--- src/rtl/usb_packet_rx.sv ---
// rtl/usb_packet_rx.sv - full-speed USB packet receiver (NRZI, SYNC, PID, unstuff, bytes, CRC16, EOP); optional CRC via USB_RX_CRC_EN
module usb_packet_rx #(
    parameter int MAX_BYTES = 70,
    parameter int CNT_W     = 7
) (
    input  logic             useClk,
    input  logic             rst,
    input  logic             checkData,
    input  logic             rxLine,
    input  logic             rxSe0,
    output logic [3:0]       pidOut,
    output logic             pidValid,
    output logic [7:0]       dataByte,
    output logic             dataValid,
    output logic [CNT_W-1:0] byteCount,
    output logic             packetDone,
    output logic             crcOk,
    output logic             errPid,
    output logic             errStuff,
    output logic             errAlign,
    output logic             errOverflow
);

    localparam logic [2:0] ST_IDLE  = 3'd0;
    localparam logic [2:0] ST_PID   = 3'd1;
    localparam logic [2:0] ST_DATA  = 3'd2;
    localparam logic [2:0] ST_ABORT = 3'd3;
    localparam logic [2:0] ST_WAITJ = 3'd4;

    logic [2:0]       state_q, state_d;
    logic             prev_line_q, prev_line_d;
    logic             se0_prev_q, se0_prev_d;
    logic [7:0]       hist_q, hist_d;
    logic [2:0]       ones_q, ones_d;
    logic [2:0]       bit_cnt_q, bit_cnt_d;
    logic [7:0]       sreg_q, sreg_d;
    logic [CNT_W-1:0] byte_cnt_q, byte_cnt_d;
    logic [3:0]       pid_q, pid_d;
    logic             pid_valid_q, pid_valid_d;
    logic [7:0]       data_byte_q, data_byte_d;
    logic             data_valid_q, data_valid_d;
    logic             packet_done_q, packet_done_d;
    logic             crc_ok_q, crc_ok_d;
    logic             err_pid_q, err_pid_d;
    logic             err_stuff_q, err_stuff_d;
    logic             err_align_q, err_align_d;
    logic             err_ovf_q, err_ovf_d;
`ifdef USB_RX_CRC_EN
    logic [15:0]      crc_q, crc_d;
    logic             data_pid_q, data_pid_d;
`endif

    logic       dec_bit;
    logic [7:0] hist_next;
    logic [7:0] sreg_next;

    // NRZI: no transition means a 1; bytes arrive LSB first so new bits enter at the top
    assign dec_bit   = (rxLine == prev_line_q);
    assign hist_next = {hist_q[6:0], dec_bit};
    assign sreg_next = {dec_bit, sreg_q[7:1]};

    // Next-state logic; nothing moves and no pulse fires without a checkData strobe
    always_comb begin
        state_d       = state_q;
        prev_line_d   = prev_line_q;
        se0_prev_d    = se0_prev_q;
        hist_d        = hist_q;
        ones_d        = ones_q;
        bit_cnt_d     = bit_cnt_q;
        sreg_d        = sreg_q;
        byte_cnt_d    = byte_cnt_q;
        pid_d         = pid_q;
        pid_valid_d   = 1'b0;
        data_byte_d   = data_byte_q;
        data_valid_d  = 1'b0;
        packet_done_d = 1'b0;
        crc_ok_d      = crc_ok_q;
        err_pid_d     = err_pid_q;
        err_stuff_d   = err_stuff_q;
        err_align_d   = err_align_q;
        err_ovf_d     = err_ovf_q;
`ifdef USB_RX_CRC_EN
        crc_d         = crc_q;
        data_pid_d    = data_pid_q;
`endif
        if (checkData) begin
            se0_prev_d = rxSe0;
            if (!rxSe0) begin
                prev_line_d = rxLine;
            end
            case (state_q)
                ST_IDLE: begin
                    if (!rxSe0) begin
                        hist_d = hist_next;
                        if (hist_next == 8'b0000_0001) begin
                            state_d     = ST_PID;
                            ones_d      = 3'd0;
                            bit_cnt_d   = 3'd0;
                            byte_cnt_d  = '0;
                            crc_ok_d    = 1'b0;
                            err_pid_d   = 1'b0;
                            err_stuff_d = 1'b0;
                            err_align_d = 1'b0;
                            err_ovf_d   = 1'b0;
`ifdef USB_RX_CRC_EN
                            crc_d       = 16'hFFFF;
                            data_pid_d  = 1'b0;
`endif
                        end
                    end
                end
                ST_PID, ST_DATA, ST_ABORT: begin
                    if (rxSe0) begin
                        // EOP needs two SE0 strobes in a row; a lone SE0 strobe is a glitch
                        if (se0_prev_q) begin
                            err_align_d   = (state_q == ST_PID) ||
                                            ((state_q == ST_DATA) && (bit_cnt_q != 3'd0));
`ifdef USB_RX_CRC_EN
                            crc_ok_d      = data_pid_q ? (crc_q == 16'h800D) : 1'b1;
`else
                            crc_ok_d      = 1'b1;
`endif
                            packet_done_d = 1'b1;
                            state_d       = ST_WAITJ;
                        end
                    end else if (state_q != ST_ABORT) begin
                        if (ones_q == 3'd6) begin
                            // Stuff slot: a 0 is dropped, a 1 is a protocol violation
                            if (dec_bit) begin
                                err_stuff_d = 1'b1;
                                state_d     = ST_ABORT;
                            end else begin
                                ones_d = 3'd0;
                            end
                        end else begin
                            ones_d    = dec_bit ? (ones_q + 3'd1) : 3'd0;
                            sreg_d    = sreg_next;
                            bit_cnt_d = bit_cnt_q + 3'd1;
`ifdef USB_RX_CRC_EN
                            if ((state_q == ST_DATA) && data_pid_q) begin
                                crc_d = {crc_q[14:0], 1'b0} ^
                                        ((crc_q[15] ^ dec_bit) ? 16'h8005 : 16'h0000);
                            end
`endif
                            if (bit_cnt_q == 3'd7) begin
                                if (state_q == ST_PID) begin
                                    if (sreg_next[3:0] == ~sreg_next[7:4]) begin
                                        pid_d       = sreg_next[3:0];
                                        pid_valid_d = 1'b1;
                                        state_d     = ST_DATA;
`ifdef USB_RX_CRC_EN
                                        data_pid_d  = (sreg_next[3:0] == 4'h3) ||
                                                      (sreg_next[3:0] == 4'hB);
`endif
                                    end else begin
                                        err_pid_d = 1'b1;
                                        state_d   = ST_ABORT;
                                    end
                                end else if (byte_cnt_q == CNT_W'(MAX_BYTES)) begin
                                    err_ovf_d = 1'b1;
                                    state_d   = ST_ABORT;
                                end else begin
                                    data_byte_d  = sreg_next;
                                    data_valid_d = 1'b1;
                                    byte_cnt_d   = byte_cnt_q + 1'b1;
                                end
                            end
                        end
                    end
                end
                ST_WAITJ: begin
                    if (!rxSe0 && rxLine) begin
                        state_d     = ST_IDLE;
                        prev_line_d = 1'b1;
                        hist_d      = 8'h00;
                    end
                end
                default: state_d = ST_IDLE;
            endcase
        end
    end

    // State registers with asynchronous reset
    always_ff @(posedge useClk or posedge rst) begin
        if (rst) begin
            state_q       <= ST_IDLE;
            prev_line_q   <= 1'b1;
            se0_prev_q    <= 1'b0;
            hist_q        <= 8'h00;
            ones_q        <= 3'd0;
            bit_cnt_q     <= 3'd0;
            sreg_q        <= 8'h00;
            byte_cnt_q    <= '0;
            pid_q         <= 4'h0;
            pid_valid_q   <= 1'b0;
            data_byte_q   <= 8'h00;
            data_valid_q  <= 1'b0;
            packet_done_q <= 1'b0;
            crc_ok_q      <= 1'b0;
            err_pid_q     <= 1'b0;
            err_stuff_q   <= 1'b0;
            err_align_q   <= 1'b0;
            err_ovf_q     <= 1'b0;
`ifdef USB_RX_CRC_EN
            crc_q         <= 16'hFFFF;
            data_pid_q    <= 1'b0;
`endif
        end else begin
            state_q       <= state_d;
            prev_line_q   <= prev_line_d;
            se0_prev_q    <= se0_prev_d;
            hist_q        <= hist_d;
            ones_q        <= ones_d;
            bit_cnt_q     <= bit_cnt_d;
            sreg_q        <= sreg_d;
            byte_cnt_q    <= byte_cnt_d;
            pid_q         <= pid_d;
            pid_valid_q   <= pid_valid_d;
            data_byte_q   <= data_byte_d;
            data_valid_q  <= data_valid_d;
            packet_done_q <= packet_done_d;
            crc_ok_q      <= crc_ok_d;
            err_pid_q     <= err_pid_d;
            err_stuff_q   <= err_stuff_d;
            err_align_q   <= err_align_d;
            err_ovf_q     <= err_ovf_d;
`ifdef USB_RX_CRC_EN
            crc_q         <= crc_d;
            data_pid_q    <= data_pid_d;
`endif
        end
    end

    assign pidOut      = pid_q;
    assign pidValid    = pid_valid_q;
    assign dataByte    = data_byte_q;
    assign dataValid   = data_valid_q;
    assign byteCount   = byte_cnt_q;
    assign packetDone  = packet_done_q;
    assign crcOk       = crc_ok_q;
    assign errPid      = err_pid_q;
    assign errStuff    = err_stuff_q;
    assign errAlign    = err_align_q;
    assign errOverflow = err_ovf_q;

endmodule

--- config.mk ---
export PLATFORM = sky130hd
export DESIGN_NAME = usb_packet_rx
export DESIGN_NICKNAME = d
export VERILOG_FILES = /design/src/rtl/usb_packet_rx.sv
export SDC_FILE = /design/constraint.sdc
export NUM_CORES = 1
export LEC_CHECK = 0
export ABC_AREA = 1
export ABC_CLOCK_PERIOD_IN_PS = 1600
export CORE_ASPECT_RATIO = 1.5
export CORE_MARGIN = 1
export CORE_UTILIZATION = 50
export CTS_CLUSTER_DIAMETER = 120
export DETAILED_ROUTE_END_ITERATION = 8
export PLACE_DENSITY_LB_ADDON = 0.1
export SYNTH_ARGS = -nofsm -noshare
export SYNTH_HDL_FRONTEND = slang
export SYNTH_SLANG_ARGS = --single-unit
--- constraint.sdc ---
create_clock -name useClk -period 1.6 [get_ports useClk]
set_clock_uncertainty 0.1 [all_clocks]
set_input_delay 0.16 -clock useClk [delete_from_list [all_inputs] [get_ports useClk]]
set_output_delay 0.16 -clock useClk [all_outputs]
set_load 0.05 [all_outputs]
-- After elaboration in Yosys (flattened, before gate mapping)
Cells that the tools add are included.
- register bits: 53
- latch bits: 0
- RAM bits: 0
- memory bits (read-only): 0
- input bits: 5
- output and inout port bits: 27
- logic and storage cells: 167
- memories kept: 0
- add/sub/neg operators: 3
- multiply operators: 0
- div/mod/pow operators: 0
- $lt $le $gt $ge: 0
- eq/ne operators: 33
- shift operators: 0
- multiplexer cells: 87
- bitwise logic cells: 5
- reductions and logical operators: 21
- operators by type and width (operator ; count):
    2-to-1 mux 7 bit ; 10
    2-to-1 mux 3 bit ; 21
    2-to-1 mux 1 bit ; 46
    != test 2 bit, second input constant ; 16
    AND reduction 10 bit ; 3
    one-hot mux 7 bit (2 select lines) ; 2
    AND reduction 8 bit ; 3
    AND reduction 7 bit ; 2
    one-hot mux 3 bit (2 select lines) ; 2
    one-hot mux 1 bit (2 select lines) ; 5
    equality test 3 bit, second input constant ; 3
    != test 3 bit, second input constant ; 3
    one-hot mux 3 bit (3 select lines) ; 1
    AND reduction 9 bit ; 1
    equality test 8 x 1 -> 1 bit, second input constant ; 1
    != test 4 bit, second input constant ; 2
    adder 7 x 1 -> 7 bit, second input constant ; 1
    equality test 7 bit, second input constant ; 1
    adder 3 x 1 -> 3 bit, second input constant ; 2
    equality test 3 x 2 -> 1 bit, second input constant ; 2
    AND reduction 6 bit ; 1
    != test 5 bit, second input constant ; 1
    AND reduction 5 bit ; 1
    equality test 4 bit ; 1
    other kinds (13) ; 18

-- Depth between registers and ports, before layout
- depth after elaboration: 11
- mapped depth: 11
- depth with buffers taken out: 11

-- Worst setup path after synthesis
OpenSTA, ideal clock, no wires.
- kind: register to register
- from: register byte_cnt_q[0] (netlist: byteCount[0])
- to: register byte_cnt_q[3] (netlist: byteCount[3])
- setup time: 0.120 ns
- arrival: 1.745 ns
- data required time: 1.380 ns
- slack: -0.365 ns
- cell stages (with the launch flop): 10
- buffers on the path: 0
- clock period less this slack: 1.965 ns
- cell sequence: dfrtp_1 inv_1 ha_1 nand2_1 nand3b_1 nand3_1 a21boi_4 nand2_4 nand2_1 nand2_1
- word-level cells in the longest chain between the ends: 8
- elaborated cells on any way between the ends: 11
- classes of those cells: add/sub (1); eq/ne (2); mux (7); reduce/logical (1)
- ends and longest elaborated chain (what ; line ; text):
    from (decl) ; 37 ; logic [CNT_W-1:0] byte_cnt_q, byte_cnt_d;
    from (signal assigned) ; 216 ; byte_cnt_q <= byte_cnt_d;
    adder 7 x 1 -> 7 bit ; 165 ; byte_cnt_d = byte_cnt_q + 1'b1;
    2-to-1 mux 7 bit ; 159 ; end else if (byte_cnt_q == CNT_W'(MAX_BYTES)) begin
    2-to-1 mux 7 bit ; 146 ; if (state_q == ST_PID) begin
    2-to-1 mux 7 bit ; 145 ; if (bit_cnt_q == 3'd7) begin
    2-to-1 mux 7 bit ; 127 ; if (ones_q == 3'd6) begin
    2-to-1 mux 7 bit ; 126 ; end else if (state_q != ST_ABORT) begin
    2-to-1 mux 7 bit ; 113 ; if (rxSe0) begin
    one-hot mux 7 bit (2 select lines) ; 91 ; case (state_q)
Parallel ways exist; a longest one is shown, timed or not. The select of a mux whose other input is x is not followed.
A chain may end at the register's enable or synchronous reset.

-- Worst setup path after layout
- from: register byte_cnt_q[0] (netlist: byteCount[0])
- to: register state_q[1]
- word-level cells in the longest chain between the ends: 3
- ends and longest elaborated chain (what ; line ; text):
    equality test 7 bit ; 159 ;
    != test 5 bit (no line) ; n/a ;
    AND reduction 9 bit (no line) ; n/a ;
    to (signal assigned) ; 209 ; state_q <= state_d;
    to (decl) ; 30 ; logic [2:0] state_q, state_d;
Every way passes these cells.

==> impl_metrics.tcl <==
set metrics [dict create \
    status "complete, but fails checks" \
    violations "setup timing" \
    antenna_found_initial 0 \
    met2_usage 0.497 \
    final_core_util 0.746 \
    seq_power_share 0.298 \
    swShare 0.468 \
    cp_max_fo 3 \
    drive_above_1_share 0.429 \
    rows 33 \
    grt.total_usage 0.252 \
    p_leak_nw 2.08 \
    drtIter0Drc 178 \
    setup_slack_ps -165 \
    power_frac_comb 0.586 \
    netlist_instances 350 \
    route.vias.total 2669 \
    cp.arrival_ps 1870 \
    synthDistinctLibCells 32 \
    end_kind "flip-flop" \
    start_util 0.517 \
    place_ws_ps -315 \
    slew_viol_final 0 \
    cts_tree "yes" \
    first_pass_iters 4 \
    cts.htree.levels 2 \
    cap_violations 0 \
    startpoint "byteCount[0]" \
    area_growth_pct 44.2 \
    grt_busiest_layer "met2" \
    place.port_buffers 31 \
    wl_per_cell_um 13.9 \
    critPathKind "reg2reg" \
    finalNetCount 459 \
    die_width_um 63.1 \
    gp_congestion 0.942 \
    diodes 0 \
    io_pins 32 \
    endpoint "state_q[1]" \
    grt.overflow.total 0 \
    hp-class "in2async" \
    yosysWarnings 0 \
    power_frac_clock 0.116 \
    ys_seq_area_frac 0.466 \
    final.min_clock_period_ps 1770 \
    syn_nets 362 \
    p_switching_mw 3.04 \
    hold_viol 0 \
    rr_worst_depth 10 \
    slew_headroom 0.723 \
    holdBufCountCts 0 \
    r2r_end "state_q[1]" \
    cts_buffers 5 \
    rsz0062_at_grt "yes" \
    dp_hpwl_um 4840 \
    setup_viol_count_final 39 \
    reg2reg_slack_ps -170 \
    met3_usage 0.0305 \
    p_int_mw 3.46 \
    fillers 421 \
    worst_setup_path_start_kind "flip-flop" \
    ctsRootBufferMaster "clkbuf_8" \
    cts.clk_slew.worst_paths_ps 90 \
    die_y_um 93.6 \
    whs_ps 100 \
    ys_ff_latch 52 \
    routed_wl_um 7200 \
    use_met1 0.258 \
    drt.antenna.violating_nets 0 \
    ir_drop_mv 0.832 \
    cp_data_required_time_ps 1710 \
    grt_pass1_wl_um 11400 \
    cts_buffer_depth 2 \
    fin_crit_sh 1.10 \
    p_per_area_mw_per_mm2 1610 \
    worst_pin_slew_ps 413 \
    vias_per_cell 5.15 \
    grt_max_degree 53 \
    drc_errors 0 \
    r2r-start "byteCount[0]" \
    clock-sinks 52 \
    grt_pass1_vias 2557 \
    syn_area_mm2 0.00280 \
    core_mm2 0.00541 \
    die-area_mm2 0.00590 \
    syn_area_per_cell_um2 7.99 \
    insertion_delay_ps 310 \
    fmax_ghz 0.567 \
]
[per-layer routing]
metal,vias up,wire length (um)
li1,1299,-
met1,1278,2630
met2,70,4070
met3,22,218
met4,0,280
met5,-,0
[worst min path at each step]
stage               slack (ps)   start  depth (start not counted)   endpoint
floorplan                  180  rxLine                          2  flip-flop
global placement           360   crcOk                          2      crcOk
detailed placement         360   crcOk                          2      crcOk
CTS                        120     rst                          3  dataValid
global route               130     rst                          3  dataValid
finish                     100     rst                          3  dataValid
[worst max-delay path, cell delays in order (launching register included)]
cell	delay, ps
dfrtp_2	420
inv_2	60
ha_4	110
nand2_2	50
nand3b_1	270
nand2_2	180
nand2_2	80
nor2_4	130
nand3_4	110
nand2_1	90
nand2_1	50
[area by class of cell]
cell class	instances	area, um2	share of cell area
clock buffers	6	72.6	0.0180
clock inverters	2	16.3	0.00403
inverters	46	185	0.0459
multi-input cells	248	1570	0.388
flip-flops and latches	52	1310	0.324
well taps	70	87.6	0.0217
repair buffers	93	797	0.198
repair inverters	1	3.75	0.000930
[cell usage in the layout (no fill, tap or decap), types with 3 or more instances in the layout]
| master | count |
|---|---|
| a21oi_1 | 4 |
| a21oi_2 | 9 |
| buf_12 | 5 |
| buf_4 | 78 |
| buf_6 | 5 |
| clkbuf_8 | 5 |
| clkdlybuf4s50_1 | 4 |
| dfrtp_1 | 47 |
| dfrtp_2 | 4 |
| ha_1 | 4 |
| inv_1 | 36 |
| inv_2 | 8 |
| nand2_1 | 81 |
| nand2_2 | 15 |
| nand2_4 | 10 |
| nand3_1 | 18 |
| nand3_2 | 5 |
| nand4_1 | 6 |
| nor2_1 | 25 |
| nor2_2 | 8 |
| nor2_4 | 17 |
| nor3_1 | 3 |
| o21ai_0 | 9 |
| o21ai_1 | 8 |
| o21ai_2 | 7 |
| o31ai_1 | 3 |
| xor2_1 | 4 |
[registers in the layout, indices dropped and copies added, names as in the netlist, named ones only]
| register | count |
|---|---|
| byteCount | 7 |
| packetDone | 1 |
| pidOut | 4 |
| dataValid | 1 |
| hist_q | 7 |
| dataByte | 8 |
| errPid | 1 |
| sreg_q | 7 |
| errOverflow | 1 |
| errAlign | 1 |
| crcOk | 1 |
| state_q | 3 |
| pidValid | 1 |
| ones_q | 3 |
| se0_prev_q | 1 |
| errStuff | 1 |
| bit_cnt_q | 3 |
[power by group through the flow]
stage	Clock, mW	Sequential (mW)	Combinational (mW)
2_1_floorplan	0	2.18	1.77
3_3_place_gp	0	1.91	3.10
3_5_place_dp	0	1.92	3.15
4_1_cts	0.773	1.91	3.57
5_1_grt	0.824	1.98	4.12
6_report	0.751	1.94	3.81
[per-stage QoR]
step                      total power [mW]  TNS, ps  area (um2)  std cells
after floorplan                       3.96    -2030        2810        350
after global placement                5.01    -7810        3560        498
after detailed placement              5.07    -8190        3560        498
after CTS                             6.25    -2390        3980        519
after global routing                  6.93    -6440        4040        518
final                                 6.49    -3300        4040        518
[logic make-up after synthesis]
logic type                 share of synthesized area
adders and majority gates                     0.0313
and+or+nand+nor                                0.308
buffers and inverters                         0.0778
AOI/OAI and AO/OA                              0.102
DFF                                            0.466
xor gates and xnor gates                      0.0157
[what timing repair did]
action,4_1_cts,5_1_grt
gates resized for setup,56,33
cloned,3,1
setup buffers,10,1
endpoints found under the setup margin,48,49
pin swaps,17,19
[cells in the mapped netlist, drive strengths merged]
| master | number | area [um2] |
|---|---|---|
| dfstp | 1 | 26.3 |
| a21oi | 13 | 68.8 |
| ha | 7 | 87.6 |
| or2 | 1 | 6.26 |
| dfrtp | 51 | 1280 |
| nand2 | 106 | 443 |
| nor3 | 3 | 15.0 |
| inv | 46 | 178 |
| nand4 | 6 | 37.5 |
| o21ai | 24 | 146 |
| xnor2 | 1 | 8.76 |
| nand3 | 24 | 130 |
| nand3b | 1 | 7.51 |
| o31ai | 5 | 42.5 |
| xor2 | 4 | 35.0 |
| buf | 5 | 40.0 |
| a21boi | 2 | 26.3 |
| nor2 | 50 | 223 |
No activity file was read; power rests on OpenSTA's default activity.
